--- src/rtl/tot_event_pkg.sv ---
// Shared types and constants for the TOT event buffer.
// Event word layout: {[TS16,] TOT_LONG, TOT_SHORT}; the TS field exists only with TIMESTAMP_EN.
// Optional feature macro: TIMESTAMP_EN (adds a 16-bit trigger timestamp, EW becomes 48).
package tot_event_pkg;

    typedef enum logic [1:0] {
        ST_IDLE    = 2'd0,
        ST_HOLD    = 2'd1,
        ST_CAPTURE = 2'd2,
        ST_DEAD    = 2'd3
    } state_t;

    localparam int TOT_W = 16;
    localparam int TS_W  = 16;
    localparam int DROP_W = 16;

    localparam int SHORT_OFF = 0;
    localparam int LONG_OFF  = TOT_W;

`ifdef TIMESTAMP_EN
    localparam bit TS_EN  = 1'b1;
    localparam int TS_OFF = 2 * TOT_W;
`else
    localparam bit TS_EN  = 1'b0;
`endif

    localparam int EW = 2 * TOT_W + (TS_EN ? TS_W : 0);

endpackage

--- src/rtl/tot_event_buffer_if.sv ---
// Bundle of trigger/TOT inputs, readout handshake and status outputs.
// master = trigger handler + readout side, slave = the event buffer.
// Width of count follows the FIFO address width AW.
interface tot_event_buffer_if #(
    parameter int AW = 4
);
    import tot_event_pkg::*;

    logic              trigger;
    logic [TOT_W-1:0]  tot_short;
    logic [TOT_W-1:0]  tot_long;
    logic              rd_en;
    logic [EW-1:0]     data_out;
    logic              data_valid;
    logic              empty;
    logic              full;
    logic [AW:0]       count;
    logic [DROP_W-1:0] drop_count;
    logic              busy;

    modport master (
        output trigger, tot_short, tot_long, rd_en,
        input  data_out, data_valid, empty, full, count, drop_count, busy
    );

    modport slave (
        input  trigger, tot_short, tot_long, rd_en,
        output data_out, data_valid, empty, full, count, drop_count, busy
    );

endinterface

--- src/rtl/tot_event_fifo.sv ---
// Synchronous event FIFO with registered read port (BRAM-style storage, no reset on the array).
// Latency: write visible to a read on the next cycle; read data + valid strobe one cycle after rd_en.
// Backpressure: writes while full are discarded, reads while empty are ignored (data_out holds).
module tot_event_fifo #(
    parameter int DEPTH = 16,
    parameter int AW    = 4,
    parameter int EW    = 32
) (
    input  logic          clk,
    input  logic          rst,
    input  logic          wr_en,
    input  logic [EW-1:0] wr_data,
    input  logic          rd_en,
    output logic [EW-1:0] rd_data,
    output logic          rd_valid,
    output logic          empty,
    output logic          full,
    output logic [AW:0]   count
);

    logic [EW-1:0] mem [DEPTH];
    logic [AW:0]   wr_ptr;
    logic [AW:0]   rd_ptr;
    logic          do_wr;
    logic          do_rd;

    // Full is judged on the state before this cycle's read, so a simultaneous pop never rescues a write.
    assign full  = (wr_ptr[AW] != rd_ptr[AW]) && (wr_ptr[AW-1:0] == rd_ptr[AW-1:0]);
    assign empty = (wr_ptr == rd_ptr);
    assign count = wr_ptr - rd_ptr;
    assign do_wr = wr_en & ~full;
    assign do_rd = rd_en & ~empty;

    // Storage array: no reset so it can map onto block RAM.
    always_ff @(posedge clk) begin
        if (do_wr) begin
            mem[wr_ptr[AW-1:0]] <= wr_data;
        end
    end

    // Pointers and registered read port.
    always_ff @(posedge clk or posedge rst) begin
        if (rst) begin
            wr_ptr   <= '0;
            rd_ptr   <= '0;
            rd_data  <= '0;
            rd_valid <= 1'b0;
        end else begin
            rd_valid <= do_rd;
            if (do_wr) begin
                wr_ptr <= wr_ptr + 1'b1;
            end
            if (do_rd) begin
                rd_ptr  <= rd_ptr + 1'b1;
                rd_data <= mem[rd_ptr[AW-1:0]];
            end
        end
    end

endmodule

--- src/rtl/tot_event_buffer.sv ---
// TOT event buffer: on a trigger edge waits HOLDOFF cycles, snapshots TOT_SHORT/TOT_LONG into a FIFO.
// Latency: trigger edge to FIFO write is HOLDOFF+1 cycles; pop data one cycle after rd_en.
// Backpressure: none upstream; a capture with the FIFO full is dropped and counted (saturating).
// Optional feature macro: TIMESTAMP_EN (free-running 16-bit counter latched at the trigger edge).
module tot_event_buffer
    import tot_event_pkg::*;
#(
    parameter int HOLDOFF  = 50,
    parameter int DEADTIME = 20,
    parameter int DEPTH    = 16,
    parameter int AW       = 4
) (
    input  logic             clk,
    input  logic             rst,
    tot_event_buffer_if.slave bus
);

    localparam int CNT_MAX = (HOLDOFF > DEADTIME) ? HOLDOFF : DEADTIME;
    localparam int CW      = (CNT_MAX > 1) ? $clog2(CNT_MAX) : 1;
    localparam logic [CW-1:0] HOLD_LOAD = CW'((HOLDOFF  > 0) ? HOLDOFF  - 1 : 0);
    localparam logic [CW-1:0] DEAD_LOAD = CW'((DEADTIME > 0) ? DEADTIME - 1 : 0);

    state_t            state;
    logic [CW-1:0]     cnt;
    logic              busy_q;
    logic [DROP_W-1:0] drop_q;
    logic              trig_q;
    logic              trig_edge;
    logic              wr_en;
    logic              fifo_full;
    logic [EW-1:0]     event_word;

    assign trig_edge = bus.trigger & ~trig_q;

    // Previous trigger level for rising-edge detection; reset low so a level held through reset fires once.
    always_ff @(posedge clk or posedge rst) begin
        if (rst) begin
            trig_q <= 1'b0;
        end else begin
            trig_q <= bus.trigger;
        end
    end

`ifdef TIMESTAMP_EN
    logic [TS_W-1:0] ts;
    logic [TS_W-1:0] ts_lat;

    // Free-running cycle counter, wraps naturally at 16'hFFFF.
    always_ff @(posedge clk or posedge rst) begin
        if (rst) begin
            ts <= '0;
        end else begin
            ts <= ts + 1'b1;
        end
    end

    // Timestamp taken at the accepted trigger edge, not at capture time.
    always_ff @(posedge clk or posedge rst) begin
        if (rst) begin
            ts_lat <= '0;
        end else if (state == ST_IDLE && trig_edge) begin
            ts_lat <= ts;
        end
    end

    always_comb begin
        event_word = '0;
        event_word[SHORT_OFF +: TOT_W] = bus.tot_short;
        event_word[LONG_OFF  +: TOT_W] = bus.tot_long;
        event_word[TS_OFF    +: TS_W]  = ts_lat;
    end
`else
    always_comb begin
        event_word = '0;
        event_word[SHORT_OFF +: TOT_W] = bus.tot_short;
        event_word[LONG_OFF  +: TOT_W] = bus.tot_long;
    end
`endif

    // Capture FSM: holdoff countdown, one-cycle capture with drop accounting, dead-time countdown.
    always_ff @(posedge clk or posedge rst) begin
        if (rst) begin
            state  <= ST_IDLE;
            cnt    <= '0;
            busy_q <= 1'b0;
            drop_q <= '0;
        end else begin
            case (state)
                ST_IDLE: begin
                    if (trig_edge) begin
                        busy_q <= 1'b1;
                        cnt    <= HOLD_LOAD;
                        state  <= (HOLDOFF == 0) ? ST_CAPTURE : ST_HOLD;
                    end
                end
                ST_HOLD: begin
                    if (cnt == '0) begin
                        state <= ST_CAPTURE;
                    end else begin
                        cnt <= cnt - 1'b1;
                    end
                end
                ST_CAPTURE: begin
                    if (fifo_full && (drop_q != {DROP_W{1'b1}})) begin
                        drop_q <= drop_q + 1'b1;
                    end
                    if (DEADTIME == 0) begin
                        state  <= ST_IDLE;
                        busy_q <= 1'b0;
                    end else begin
                        cnt   <= DEAD_LOAD;
                        state <= ST_DEAD;
                    end
                end
                ST_DEAD: begin
                    if (cnt == '0) begin
                        state  <= ST_IDLE;
                        busy_q <= 1'b0;
                    end else begin
                        cnt <= cnt - 1'b1;
                    end
                end
                default: begin
                    state  <= ST_IDLE;
                    busy_q <= 1'b0;
                end
            endcase
        end
    end

    // The FIFO itself discards the write when full, matching the drop count above.
    assign wr_en = (state == ST_CAPTURE);

    tot_event_fifo #(
        .DEPTH (DEPTH),
        .AW    (AW),
        .EW    (EW)
    ) u_fifo (
        .clk      (clk),
        .rst      (rst),
        .wr_en    (wr_en),
        .wr_data  (event_word),
        .rd_en    (bus.rd_en),
        .rd_data  (bus.data_out),
        .rd_valid (bus.data_valid),
        .empty    (bus.empty),
        .full     (fifo_full),
        .count    (bus.count)
    );

    assign bus.full       = fifo_full;
    assign bus.drop_count = drop_q;
    assign bus.busy       = busy_q;

endmodule

--- src/flat_wrapper.sv ---
// flat-port wrapper written by rule: the top's interface ports become plain ports
module tot_event_buffer_flat import tot_event_pkg::*;
#(
    parameter int HOLDOFF  = 50,
    parameter int DEADTIME = 20,
    parameter int DEPTH    = 16,
    parameter int AW       = 4
)
  (clk, rst, bus_trigger, bus_tot_short, bus_tot_long, bus_rd_en, bus_data_out, bus_data_valid, bus_empty, bus_full, bus_count, bus_drop_count, bus_busy);
  tot_event_buffer_if #(.AW(AW)) bus_i ();
  input  logic clk;
  input  logic rst;
  input wire logic [$bits(bus_i.trigger)-1:0] bus_trigger;
  input wire logic [$bits(bus_i.tot_short)-1:0] bus_tot_short;
  input wire logic [$bits(bus_i.tot_long)-1:0] bus_tot_long;
  input wire logic [$bits(bus_i.rd_en)-1:0] bus_rd_en;
  output wire logic [$bits(bus_i.data_out)-1:0] bus_data_out;
  output wire logic [$bits(bus_i.data_valid)-1:0] bus_data_valid;
  output wire logic [$bits(bus_i.empty)-1:0] bus_empty;
  output wire logic [$bits(bus_i.full)-1:0] bus_full;
  output wire logic [$bits(bus_i.count)-1:0] bus_count;
  output wire logic [$bits(bus_i.drop_count)-1:0] bus_drop_count;
  output wire logic [$bits(bus_i.busy)-1:0] bus_busy;
  assign bus_i.trigger = bus_trigger;
  assign bus_i.tot_short = bus_tot_short;
  assign bus_i.tot_long = bus_tot_long;
  assign bus_i.rd_en = bus_rd_en;
  assign bus_data_out = bus_i.data_out;
  assign bus_data_valid = bus_i.data_valid;
  assign bus_empty = bus_i.empty;
  assign bus_full = bus_i.full;
  assign bus_count = bus_i.count;
  assign bus_drop_count = bus_i.drop_count;
  assign bus_busy = bus_i.busy;
  tot_event_buffer #(.HOLDOFF(HOLDOFF), .DEADTIME(DEADTIME), .DEPTH(DEPTH), .AW(AW)) u_core (.clk(clk), .rst(rst), .bus(bus_i));
endmodule
--- config.mk ---
export PLATFORM = sky130hd
export DESIGN_NAME = tot_event_buffer_flat
export DESIGN_NICKNAME = d
export VERILOG_FILES = /design/src/rtl/tot_event_pkg.sv /design/src/rtl/tot_event_buffer_if.sv /design/src/rtl/tot_event_fifo.sv /design/src/rtl/tot_event_buffer.sv /design/src/flat_wrapper.sv
export SDC_FILE = /design/constraint.sdc
export NUM_CORES = 1
export LEC_CHECK = 0
export CAP_MARGIN = 20
export CORE_MARGIN = 4
export CORE_UTILIZATION = 50
export DETAILED_ROUTE_END_ITERATION = 8
export PLACE_DENSITY = 0.68
export SLEW_MARGIN = 20
export SYNTH_ARGS = -nofsm -noshare
export SYNTH_HDL_FRONTEND = slang
export SYNTH_HIERARCHICAL = 1
export SYNTH_SLANG_ARGS = --single-unit
--- constraint.sdc ---
create_clock -name clk -period 6.5 [get_ports clk]
set_clock_uncertainty 0.1 [all_clocks]
set_input_delay 1.95 -clock clk [delete_from_list [all_inputs] [get_ports clk]]
set_output_delay 1.95 -clock clk [all_outputs]
set_load 0.01 [all_outputs]
* Yosys cells after proc, flatten, opt, wreduce, memory -nomap -nowiden *
Memories as Yosys holds them, arrays and structs flattened. A register that Yosys moved wholly into a read port is not among the register bits.
Cells that the tools add are included.

storage, ports and cells
  memories = 1
  bits in registers = 37
  bits of input ports = 36
  output and inout port bits = 57
  bits in writable memories = 512

memories
  memory             words  width  rd ports  clocked after Yosys merged registers in  write ports  RTL line              text
  u_core.u_fifo.mem  16     32     1         1                                        1            tot_event_fifo.sv:21  logic [EW-1:0] mem [DEPTH];

cells by class
  bitwise gates (word level) = 6
  mux-type cells = 12
  equality and inequality tests = 11
  add/subtract/negate cells = 5
  reductions and logical operators = 10

operators by type and width
  cell                                                                     count
  6-bit case mux with 3 select lines                                       1
  16-bit by 1-bit adder with 16-bit output, second input constant          1
  16-bit inequality test, second input constant                            1
  6-bit 2-to-1 mux                                                         2
  5-bit by 1-bit adder with 5-bit output, second input constant            2
  2-bit case mux with 4 select lines                                       1
  6-bit logical NOT                                                        1
  2-bit 2-to-1 mux                                                         3
  2-bit by 1-bit inequality test with 1-bit output, second input constant  3
  3-bit AND reduction                                                      2
  6-bit by 1-bit subtractor with 6-bit output, second input constant       1
  5-bit equality test                                                      1
  5-bit subtractor                                                         1
  2-bit equality test, second input constant                               2
  4-bit equality test                                                      1
  1-bit 2-to-1 mux                                                         4
  2-bit AND reduction                                                      2
  1-bit bitwise AND                                                        3
  1-bit inverter                                                           3
  2-bit by 1-bit equality test with 1-bit output, second input constant    1
  1-bit logical AND                                                        2
  2-bit logical NOT                                                        1
  2-bit inequality test, second input constant                             1
  1-bit case mux with 2 select lines                                       1
  3 further kinds                                                          3

* Longest topological paths before layout *
Gate-level depths: netlist of the first run.

  depth after elaboration = 6
  mapped depth = 11
  mapped depth without buffers = 8

* Hierarchy *
Netlist of the first run, hierarchy kept.

by module, submodules not included
  module            times used  cells an instance  area each (sq um)
  tot_event_fifo    1           1150               21491.9
  tot_event_buffer  1           133                1447.6

* Least setup slack after synthesis of the first run *
OpenSTA, ideal clock, no wires.

  kind = reg-to-reg
  start point = register u_core.u_fifo.rd_ptr[1]
  end point = memory u_core.u_fifo.mem[3][0], enable pin
  required time = 5.939 ns
  slack = 1.931 ns
  buffers on the path = 4
  arrival time = 4.008 ns
  cell stages (with the launch flop) = 11
  cell sequence = dfrtp_1 -> buf_6 -> buf_8 -> buf_4 -> inv_1 -> ha_1 -> nand4_1 -> o21a_1 -> buf_2 -> nand2_1 -> nor3_1

on the way
  cells in the longest elaborated chain, start to end = 6

RTL lines
  what                                    RTL line              text
  start: declaration                      tot_event_fifo.sv:23  logic [AW:0] rd_ptr;
  start signal: assignment                tot_event_fifo.sv:54  rd_ptr <= rd_ptr + 1'b1;
  4-bit equality test                     tot_event_fifo.sv:28  assign full = (wr_ptr[AW] != rd_ptr[AW]) && (wr_ptr[AW-1:0] == rd_ptr[AW-1:0]);
  1-bit logical AND                       tot_event_fifo.sv:28
  1-bit inverter                          tot_event_fifo.sv:31  assign do_wr = wr_en & ~full;
  1-bit bitwise AND                       tot_event_fifo.sv:31
  1-bit 2-to-1 mux                        tot_event_fifo.sv:36  if (do_wr) begin
  1-bit 2-to-1 mux (not written as such)  tot_event_fifo.sv:37  mem[wr_ptr[AW-1:0]] <= wr_data;
  end: declaration                        tot_event_fifo.sv:21

No other way between the ends.

* Final worst setup path of the first run *
  start point = register u_core.u_fifo.rd_ptr[0]
  end point = output port bus_count[4]

on the way
  cells in the longest elaborated chain, start to end = 1

RTL lines
  what              RTL line              text
  5-bit subtractor  tot_event_fifo.sv:30  assign count = wr_ptr - rd_ptr;
  end: declaration  flat_wrapper.sv:21    output wire logic [$bits(bus_i.count)-1:0] bus_count;

No other way between the ends.

==> impl_metrics.py, run 1 <==
metrics = {
    "run_status": {
        "status": "finished, final reports clean",
    },
    "critical_path": {
        "worstPathRequired_ns": 4.45,
        "crit_path_start": "u_core/u_fifo/rd_ptr[0]",
        "slowest_stage": "dfrtp_4",
        "crit_buf_inv": 2,
        "reg2reg_setup_slack_ns": 2.74,
        "path_cells": "ha_1 -> inv_1 -> fa_1 -> a21o_1 -> a21oi_1 -> xnor2_1 -> clkdlybuf4s50_1",
        "crit_fanout": 23,
        "cp-end-kind": "output pin",
        "slowest_delay_ns": 0.69,
        "crit_arrival_ns": 3.07,
        "start_kind": "register",
        "crit_family": "flip-flops",
        "crit-reg2reg-launch": "u_core/u_fifo/rd_ptr[2]",
        "critPathKind": "register to output pin",
    },
    "drt": {
        "drt-wirelength-per-cell_um": 24.5,
        "vias": 12100,
        "first_iter_violations": 954,
        "detail-route-antenna-nets": 0,
        "vias_per_cell": 5.91,
        "drt_pass1_iterations": 6,
        "drc_errors": 0,
        "routed_wl_um": 50100,
    },
    "power_and_ir_drop": {
        "p_comb_share_pct": 28.5,
        "p_sw_share_pct": 31.2,
        "power_density_nw_per_um2": 426,
        "p_sw_uw": 3520,
        "power_frac_seq_pct": 42.6,
        "power.leakage_uw": 0.00906,
        "peakVddDrop_uv": 420,
        "intPower_uw": 7740,
        "p_clk_share_pct": 29.0,
    },
    "floorplan": {
        "ios": 93,
        "chipHeight_um": 222,
        "start_util_pct": 50.5,
        "die_w_um": 222,
        "core_area_um2": 45400,
        "rows": 78,
        "dieArea_um2": 49400,
    },
    "hold_path": {
        "min_from": "u_core/bus.drop_count[9]",
        "hold_path_class": "register to register",
    },
    "global_routing": {
        "grt_start_max_net_pins": 72,
        "antenna_found_initial": 2,
        "grt_usage_pct": 20.2,
        "grt_pass1_vias": 12300,
        "grt_pass1_wl_um": 76200,
        "overflow": 0,
    },
    "synth": {
        "synth-async-reset-ratio_pct": 11.9,
        "synth_area_um2": 22900,
        "syn_area_per_cell_um2": 17.9,
        "synth.largest_area_cell": "edfxtp_1",
        "ys_ff_latch": 581,
        "synth_common_cells": "edfxtp_1 (512), mux2i_1 (194), nor2_1 (86), dfrtp_1 (69), o22ai_1 (44)",
        "seq_area_frac_synth_pct": 74.6,
        "yosysTopAreaCellShare_pct": 67.0,
        "synth_cell_type_count": 60,
        "ys_top_cells_by_area": "edfxtp_1 (67%), mux2i_1 (8.5%), dfrtp_1 (7.5%)",
        "yosys_warnings": 6,
        "ys.flop_type": "edfxtp_1",
        "syn_nets": 1336,
        "synth_cells": 1283,
        "synth-edff-count": 512,
        "synth_most_common_cell": "edfxtp_1",
    },
    "cts": {
        "cts_setup_buffers": 0,
        "tritoncts": "built",
        "cts-buffers-inserted": 58,
        "holdBufCountCts": 0,
        "clock_path_buffers": 3,
        "clk_pin_slew_ns": 0.06,
        "cts_sinks": 581,
        "cts_resized": 0,
        "cts.htree.levels": 2,
        "cts-root-buf": "clkbuf_16",
        "clock_latency_ns": 0.62,
    },
    "sta": {
        "hold_violations": 0,
        "period_needed_ns": 5.12,
        "slew_headroom_pct": 28.0,
        "worst_slew_pin_slew_ns": 1.08,
        "max_freq_ghz": 0.195,
        "finalSetupViolCount": 0,
        "rsz0062_at_grt": "false",
        "slew_viol_final": 0,
        "fin_tns_setup_ns": 0,
        "finalCritPeriodShare_pct": 78.7,
    },
    "cells_and_area": {
        "design_area_um2": 26400,
        "fin_nets": 1449,
        "area.growth.synth_to_final_pct": 15.1,
        "drive_gt1_share_pct": 14.7,
    },
    "placed_design": {
        "dp_hpwl_um": 26400,
        "placed_cell_area_um2": 24500,
        "io_buffers": 92,
        "globalplace.congestion": 0.790,
    },
    "flow_run": {
        "drv_cap": 0,
    },
}
## flip-flops by register name, indices dropped and copies added (netlist names)
name,count
u_core/u_fifo/mem,512
u_core/u_fifo/rd_data,32
u_core/bus.drop_count,16
u_core/cnt,6
u_core/u_fifo/rd_ptr,5
u_core/u_fifo/wr_ptr,5
u_core/state,2
u_core/bus.busy,1
u_core/trig_q,1
u_core/u_fifo/rd_valid,1
## kinds of logic (layout without fill, tap and decap cells)
logic type               count (synthesis)  count (layout)  share of synthesized area, %
flip-flops                             581             581                          74.6
other                                    0               1                             0
buffers and inverters                   86             248                          2.37
adder cells (fa/ha/maj)                 17              17                         0.960
AND/OR/NAND/NOR                        156             156                          3.31
XOR/XNOR                                26              26                         0.993
multiplexers                           230             230                          11.8
AO/OA/AOI/OAI                          187             187                          6.01
## cell usage in the layout, fill, tap and decap left out, types with 10 or more instances in the layout
cell type	n
edfxtp_1	512
mux2i_1	194
clkdlybuf4s50_1	92
nor2_1	74
dfrtp_1	65
clkbuf_16	59
o22ai_1	44
a31oi_1	33
mux4_2	32
a221oi_1	32
buf_4	30
o21ai_0	29
nand2_1	22
o22ai_2	20
xnor2_1	16
ha_1	16
inv_1	13
nor2_4	13
clkbuf_1	12
o21ai_1	12
clkinv_1	11
clkinv_2	11
xor2_1	10
nand4_1	10
## worst register-to-register path, delay by kind of cell (launching register included)
kind / cells / cell delay (ns)
simple gates: 3 / 1.17
flops: 1 / 0.83
buf+inv: 2 / 0.61
fa+ha+maj: 1 / 0.36
compound gates: 1 / 0.34
## power groups by stage
stage / clock network (uW) / registers (uW) / logic (uW)
finish: 3260 / 4790 / 3200
global route: 3490 / 4840 / 3440
detailed placement: 0 / 4880 / 3210
floorplan: 0 / 4730 / 2270
global placement: 0 / 4860 / 3160
CTS: 3320 / 4800 / 3220
## per-layer routing
layer,up-vias,share of wire (%),track usage [%]
met2,403,48,32.1
met3,72,6.5,3.51
li1,5322,-,-
met1,6296,44,29.3
met5,-,0.026,0
met4,2,2.0,5.86
## cell type report
cell class	count	area, um2
inverter	16	60.1
antenna	1	2.50
timing repair buffer	123	1170
fill	3389	19000
clock buffer	76	1590
clock inverter	33	289
tap	600	751
multi-input combinational	616	5410
sequential	581	17100
## per-stage QoR
step / util (%) / std cells / power [uW] / worst slack (ns) / hold WS [ns]
2_1_floorplan: - / 1283 / 6990 / 1.93 / 0.402
3_3_place_gp: 54.0 / 1935 / 8030 / 2.00 / 0.394
3_5_place_dp: 54.0 / 1935 / 8080 / 1.99 / 0.407
4_1_cts: 58.1 / 2044 / 11300 / 1.33 / 0.417
5_1_grt: 58.2 / 2046 / 11800 / 1.24 / 0.433
6_report: 58.2 / 2046 / 11300 / 1.38 / 0.409
## worst paths after layout
| kind | endpoint | cells past startpoint |
|---|---|---|
| setup reg to reg | u_core/u_fifo/mem[5][25] | 7 |
| max in group asynchronous | u_core/u_fifo/rd_ptr[2] | 3 |
| setup / recovery | bus_count[4] | 7 |
| hold reg to reg | u_core/bus.drop_count[9] | 1 |
| min in group asynchronous | u_core/trig_q | 2 |
| hold / removal | u_core/bus.drop_count[9] | 1 |
Note: power is estimated with default switching activity, not from simulation.
==> run 2, diff against run 1 <==
- PLACE_DENSITY: 0.68 -> 0.7
- clock period: 6.5 -> 4.37 ns (I/O delays scaled with it)
==> run 2 against run 1 <==
Cell area increased by 0.29%. Worst hold slack improved by 0.0039 ns. Clock-buffer cell count increased by 9. Flip-flop and latch count unchanged. Largest power group unchanged. Sequential power increased by 45%. Non-clock buffer count increased by 8. Cell count increased by 0.15%. Power increased by 47%.
==> impl_metrics.py, run 2 (synthesized netlist as in run 1, its figures left out) <==
metrics = {
    "critical_path": {
        "rr_worst_depth": 6,
        "critPathKind": "register to output pin",
        "crit_path_start": "u_core/u_fifo/wr_ptr[2]",
        "reg2reg_setup_slack_ns": 1.06,
        "worstPathRequired_ns": 2.96,
        "start_kind": "register",
        "crit_arrival_ns": 2.72,
        "r2r-end": "u_core/u_fifo/mem[5][6]",
        "crit-reg2reg-launch": "u_core/u_fifo/wr_ptr[2]",
        "crit_fanout": 11,
        "cp-end-kind": "output pin",
    },
    "power_and_ir_drop": {
        "p_sw_uw": 5160,
        "p_clk_share_pct": 27.7,
        "peakVddDrop_uv": 507,
        "power_frac_seq_pct": 41.9,
        "power_density_nw_per_um2": 627,
        "p_sw_share_pct": 31.1,
        "p_comb_share_pct": 30.3,
        "power.leakage_uw": 0.00908,
        "intPower_uw": 11400,
    },
    "drt": {
        "drt_pass1_iterations": 5,
        "drt-wirelength-per-cell_um": 24.1,
        "detail-route-antenna-nets": 0,
        "routed_wl_um": 49500,
        "vias_per_cell": 5.84,
        "first_iter_violations": 1103,
        "drc_errors": 0,
        "vias": 12000,
    },
    "cells_and_area": {
        "layout_common_cells": "edfxtp_1 (512), mux2i_1 (194), clkdlybuf4s50_1 (91)",
        "largest_reg_flops": 512,
        "drive_gt1_share_pct": 14.2,
        "final_common_cell": "edfxtp_1",
        "design_area_um2": 26500,
        "fillers": 3349,
        "fin_nets": 1455,
        "final_cell_count_no_fill": 2049,
        "area.growth.synth_to_final_pct": 15.4,
    },
    "flow_run": {
        "drv_cap": 0,
    },
    "global_routing": {
        "busiest_layer": "met2",
        "grt_pass1_vias": 11900,
        "grt_start_max_net_pins": 104,
        "overflow": 0,
        "use_met1_pct": 28.8,
        "grt_pass1_wl_um": 74600,
        "antenna_found_initial": 3,
        "met2_usage_pct": 31.5,
        "grt_util_met3_pct": 3.53,
        "grt_usage_pct": 19.8,
    },
    "sta": {
        "finalCritPeriodShare_pct": 94.6,
        "slew_headroom_pct": 36.5,
        "rsz0062_at_grt": "false",
        "slew_viol_final": 0,
        "max_freq_ghz": 0.242,
        "finalSetupViolCount": 0,
        "worst_slew_pin_slew_ns": 0.952,
        "period_needed_ns": 4.13,
        "fin_tns_setup_ns": 0,
        "hold_violations": 0,
    },
    "floorplan": {
        "core_area_um2": 45400,
        "die_w_um": 222,
        "dieArea_um2": 49400,
        "chipHeight_um": 222,
        "rows": 78,
        "start_util_pct": 50.5,
        "ios": 93,
    },
    "cts": {
        "cts_sinks": 581,
        "cts-root-buf": "clkbuf_16",
        "tritoncts": "built",
        "cts_setup_buffers": 0,
        "clk_pin_slew_ns": 0.06,
        "holdBufCountCts": 0,
        "clock_latency_ns": 0.59,
        "clock_path_buffers": 3,
        "cts-buffers-inserted": 56,
        "cts.htree.levels": 2,
    },
    "hold_path": {
        "holdPathStages": 1,
        "min_from": "u_core/bus.drop_count[9]",
        "whs_endpoint": "u_core/bus.drop_count[9]",
        "hold_path_class": "register to register",
    },
    "placed_design": {
        "io_buffers": 92,
        "globalplace.congestion": 0.788,
        "placed_cells": 1943,
        "placed_cell_area_um2": 24700,
        "dp_hpwl_um": 27100,
    },
    "run_status": {
        "status": "finished, final reports clean",
    },
}
[run 2: layout make-up]
cell class,count,area (um2),area share [%]
antenna,1,2.50,0.00945
clock buffer,85,1580,5.97
clock inverter,19,163,0.614
inverter,16,60.1,0.227
multi-input combinational,616,5440,20.5
sequential,581,17100,64.7
tap,600,751,2.84
timing repair buffer,131,1360,5.14
[run 2: how the worst max path moves through the flow]
| stage | endpoint | slack [ns] |
|---|---|---|
| after global routing | bus_full | 0.08 |
| after detailed placement | bus_count[4] | 0.67 |
| final | bus_full | 0.24 |
| after global placement | bus_count[4] | 0.71 |
| after CTS | bus_count[4] | 0.03 |
| after floorplan | u_core/u_fifo/mem[7][0] | 0.66 |
[run 2: power groups by stage]
| stage | clock [uW] | sequential (uW) | combinational, uW |
|---|---|---|---|
| after floorplan | 0 | 7020 | 3380 |
| after global placement | 0 | 7050 | 4970 |
| after detailed placement | 0 | 7080 | 5040 |
| after CTS | 4690 | 6970 | 5060 |
| after global routing | 4930 | 7010 | 5410 |
| final | 4600 | 6960 | 5030 |
[run 2: through the flow]
stage	worst slack [ns]	power, uW	hold slack [ns]	util, %
3_5_place_dp	0.672	12100	0.405	54.4
4_1_cts	0.0316	16700	0.414	58.3
3_3_place_gp	0.713	12000	0.395	54.4
2_1_floorplan	0.657	10400	0.402	-
5_1_grt	0.0840	17400	0.440	58.3
6_report	0.238	16600	0.412	58.3
[run 2: critical path, stage by stage, from the launching register on]
cell and delay, ns:
dfrtp_1 0.61, ha_1 0.49, nand4_1 0.19, nor2_1 0.25
clkdlybuf4s50_1 0.60
[run 2: repair_timing]
| item | in CTS | in global routing |
|---|---|---|
| resized for setup | 0 | 1 |
| setup endpoints to repair | 0 | 1 |
| hold endpoints to repair | 0 | 0 |
[run 2: metal layers]
| layer | wire length, um | up-vias |
|---|---|---|
| met5 | 34 | - |
| met1 | 21600 | 6161 |
| met3 | 3170 | 71 |
| met4 | 812 | 4 |
| met2 | 23800 | 395 |
| li1 | - | 5335 |
==> run 3, diff against run 2 <==
- CORE_MARGIN: 4 -> unset
==> run 3 against run 2 <==
Wire length rose by 0.58%. Critical path depth rose by 4. Critical endpoint is now bus_count[4]. Sequential power barely moved. Register-to-register slack got worse by 0.04 ns. Die area fell by 5.3%. Clock power rose by 10%. Core utilization rose by 0.55 points. Largest cell class unchanged. Via count rose by 0.88%. Highest routed layer unchanged. Maximum frequency fell by 2.4%. Combinational power barely moved.
==> impl_metrics.py, run 3 (synthesized netlist as in run 1, its figures left out) <==
metrics = {
    "global_routing": {
        "overflow": 0,
        "antenna_found_initial": 2,
        "grt_start_max_net_pins": 104,
        "grt_usage_pct": 21.7,
        "grt_pass1_wl_um": 75500,
        "grt_pass1_vias": 12300,
    },
    "drt": {
        "wl_met1_um": 21100,
        "wl_met3_um": 3310,
        "routed_wl_um": 49800,
        "vias": 12100,
        "drt_pass1_iterations": 5,
        "first_iter_violations": 935,
        "drc_errors": 0,
        "routed.top_layer": "met5",
        "vias_per_cell": 5.87,
        "detail-route-antenna-nets": 0,
        "wl_met2_um": 24000,
        "drt-wirelength-per-cell_um": 24.2,
    },
    "cells_and_area": {
        "largest_reg_flops": 512,
        "area.growth.synth_to_final_pct": 16.2,
        "final-seq-area_um2": 17100,
        "design_area_um2": 26700,
        "final_common_cell": "edfxtp_1",
        "layout_common_cells": "edfxtp_1 (512), mux2i_1 (194), clkdlybuf4s50_1 (92)",
        "multiInputGateArea_um2": 5440,
        "fin_nets": 1460,
        "utilization_pct": 58.9,
        "fillers": 3314,
        "drive_gt1_share_pct": 15.7,
    },
    "power_and_ir_drop": {
        "power_density_nw_per_um2": 641,
        "power.leakage_uw": 0.00919,
        "peakVddDrop_uv": 477,
    },
    "critical_path": {
        "crit_buf_inv": 3,
        "path_cells": "inv_2 -> ha_1 -> inv_1 -> fa_1 -> a21o_1 -> a21oi_1 -> xnor2_1 -> clkdlybuf4s50_1",
        "crit_family": "buffers and inverters",
        "crit_fanout": 4,
        "cp-end-kind": "output pin",
        "slowest_stage": "clkdlybuf4s50_1",
        "slowest_delay_ns": 0.56,
        "critPathKind": "register to output pin",
        "worstPathRequired_ns": 2.96,
        "crit_arrival_ns": 2.82,
        "start_kind": "register",
    },
    "cts": {
        "clock_path_buffers": 3,
        "cts.htree.levels": 2,
        "cts_sinks": 581,
        "cts-root-buf": "clkbuf_16",
        "tritoncts": "built",
        "holdBufCountCts": 0,
        "cts-buffers-inserted": 57,
        "clk_pin_slew_ns": 0.06,
        "clock_latency_ns": 0.62,
    },
    "floorplan": {
        "core_area_um2": 45300,
        "rows": 78,
        "dieArea_um2": 46700,
        "chipHeight_um": 216,
        "ios": 93,
        "start_util_pct": 50.7,
        "die_w_um": 216,
    },
    "sta": {
        "max_freq_ghz": 0.236,
        "finalCritPeriodShare_pct": 96.9,
        "fin_tns_setup_ns": 0,
        "slew_viol_final": 0,
        "worst_slew_pin_slew_ns": 1.02,
        "slew_headroom_pct": 31.7,
        "period_needed_ns": 4.23,
        "finalSetupViolCount": 0,
        "holdWs_ns": 0.397,
        "rsz0062_at_grt": "false",
        "finalWorstSetupSlack_ns": 0.135,
        "hold_violations": 0,
    },
    "placed_design": {
        "dp_hpwl_um": 27500,
        "globalplace.congestion": 0.772,
        "io_buffers": 92,
        "placed_cell_area_um2": 24700,
        "pre_cts_slack_ns": 0.698,
    },
    "run_status": {
        "status": "finished, final reports clean",
    },
    "hold_path": {
        "hold_path_class": "register to register",
    },
    "flow_run": {
        "drv_cap": 0,
    },
}
## run 3: cell count changes in the layout (fill, tap and decap cells not counted), moves of 2 or more
cell and change:
clkbuf_1 -14, buf_4 +8, clkinv_2 +7, bufinv_16 +6
buf_12 -4, clkinv_1 -3, clkinvlp_4 +2
## run 3: path summary, 6_finish.rpt
| check | from | to | slack (ns) | depth (start not counted) |
|---|---|---|---|---|
| worst min-delay path | u_core/bus.drop_count[9] | u_core/bus.drop_count[9] | 0.40 | 1 |
| worst max register to register | u_core/u_fifo/wr_ptr[2] | u_core/u_fifo/mem[7][8] | 1.02 | 6 |
| min in group asynchronous | rst | u_core/state[0] | 0.93 | 2 |
| worst max-delay path | u_core/u_fifo/wr_ptr[0] | bus_count[4] | 0.14 | 8 |
| worst min register to register | u_core/bus.drop_count[9] | u_core/bus.drop_count[9] | 0.40 | 1 |
| max in group asynchronous | rst | u_core/u_fifo/rd_ptr[0] | 2.14 | 3 |
## run 3: power breakdown
part	switching, uW	internal [uW]	total (uW)
clock network	2020	3060	5080
logic	2900	2140	5040
registers	315	6650	6960
## run 3: metrics by stage
stage          total power, uW  instances
3_3_place_gp             12000       1947
2_1_floorplan            10400       1283
4_1_cts                  17200       2053
5_1_grt                  17800       2055
3_5_place_dp             12100       1947
6_report                 17100       2055
## run 3: layout make-up
class                   instances  area share, %
inverters                      16          0.225
well taps                     600           2.82
clock buffers                  73           5.88
clock inverters                33           1.51
diodes                          1        0.00939
multi-input cells             616           20.4
repair buffers                135           4.97
flip-flops and latches        581           64.2
## run 3: layer usage
layer	up-vias	global-route usage, %
li1	5343	-
met1	6192	30.1
met2	444	35.1
met3	90	3.68
met4	2	7.35
met5	-	0
## run 3: repair_timing
item	CTS	global route
resized for setup	0	1
endpoints found under the setup margin	0	1
setup buffers	0	0
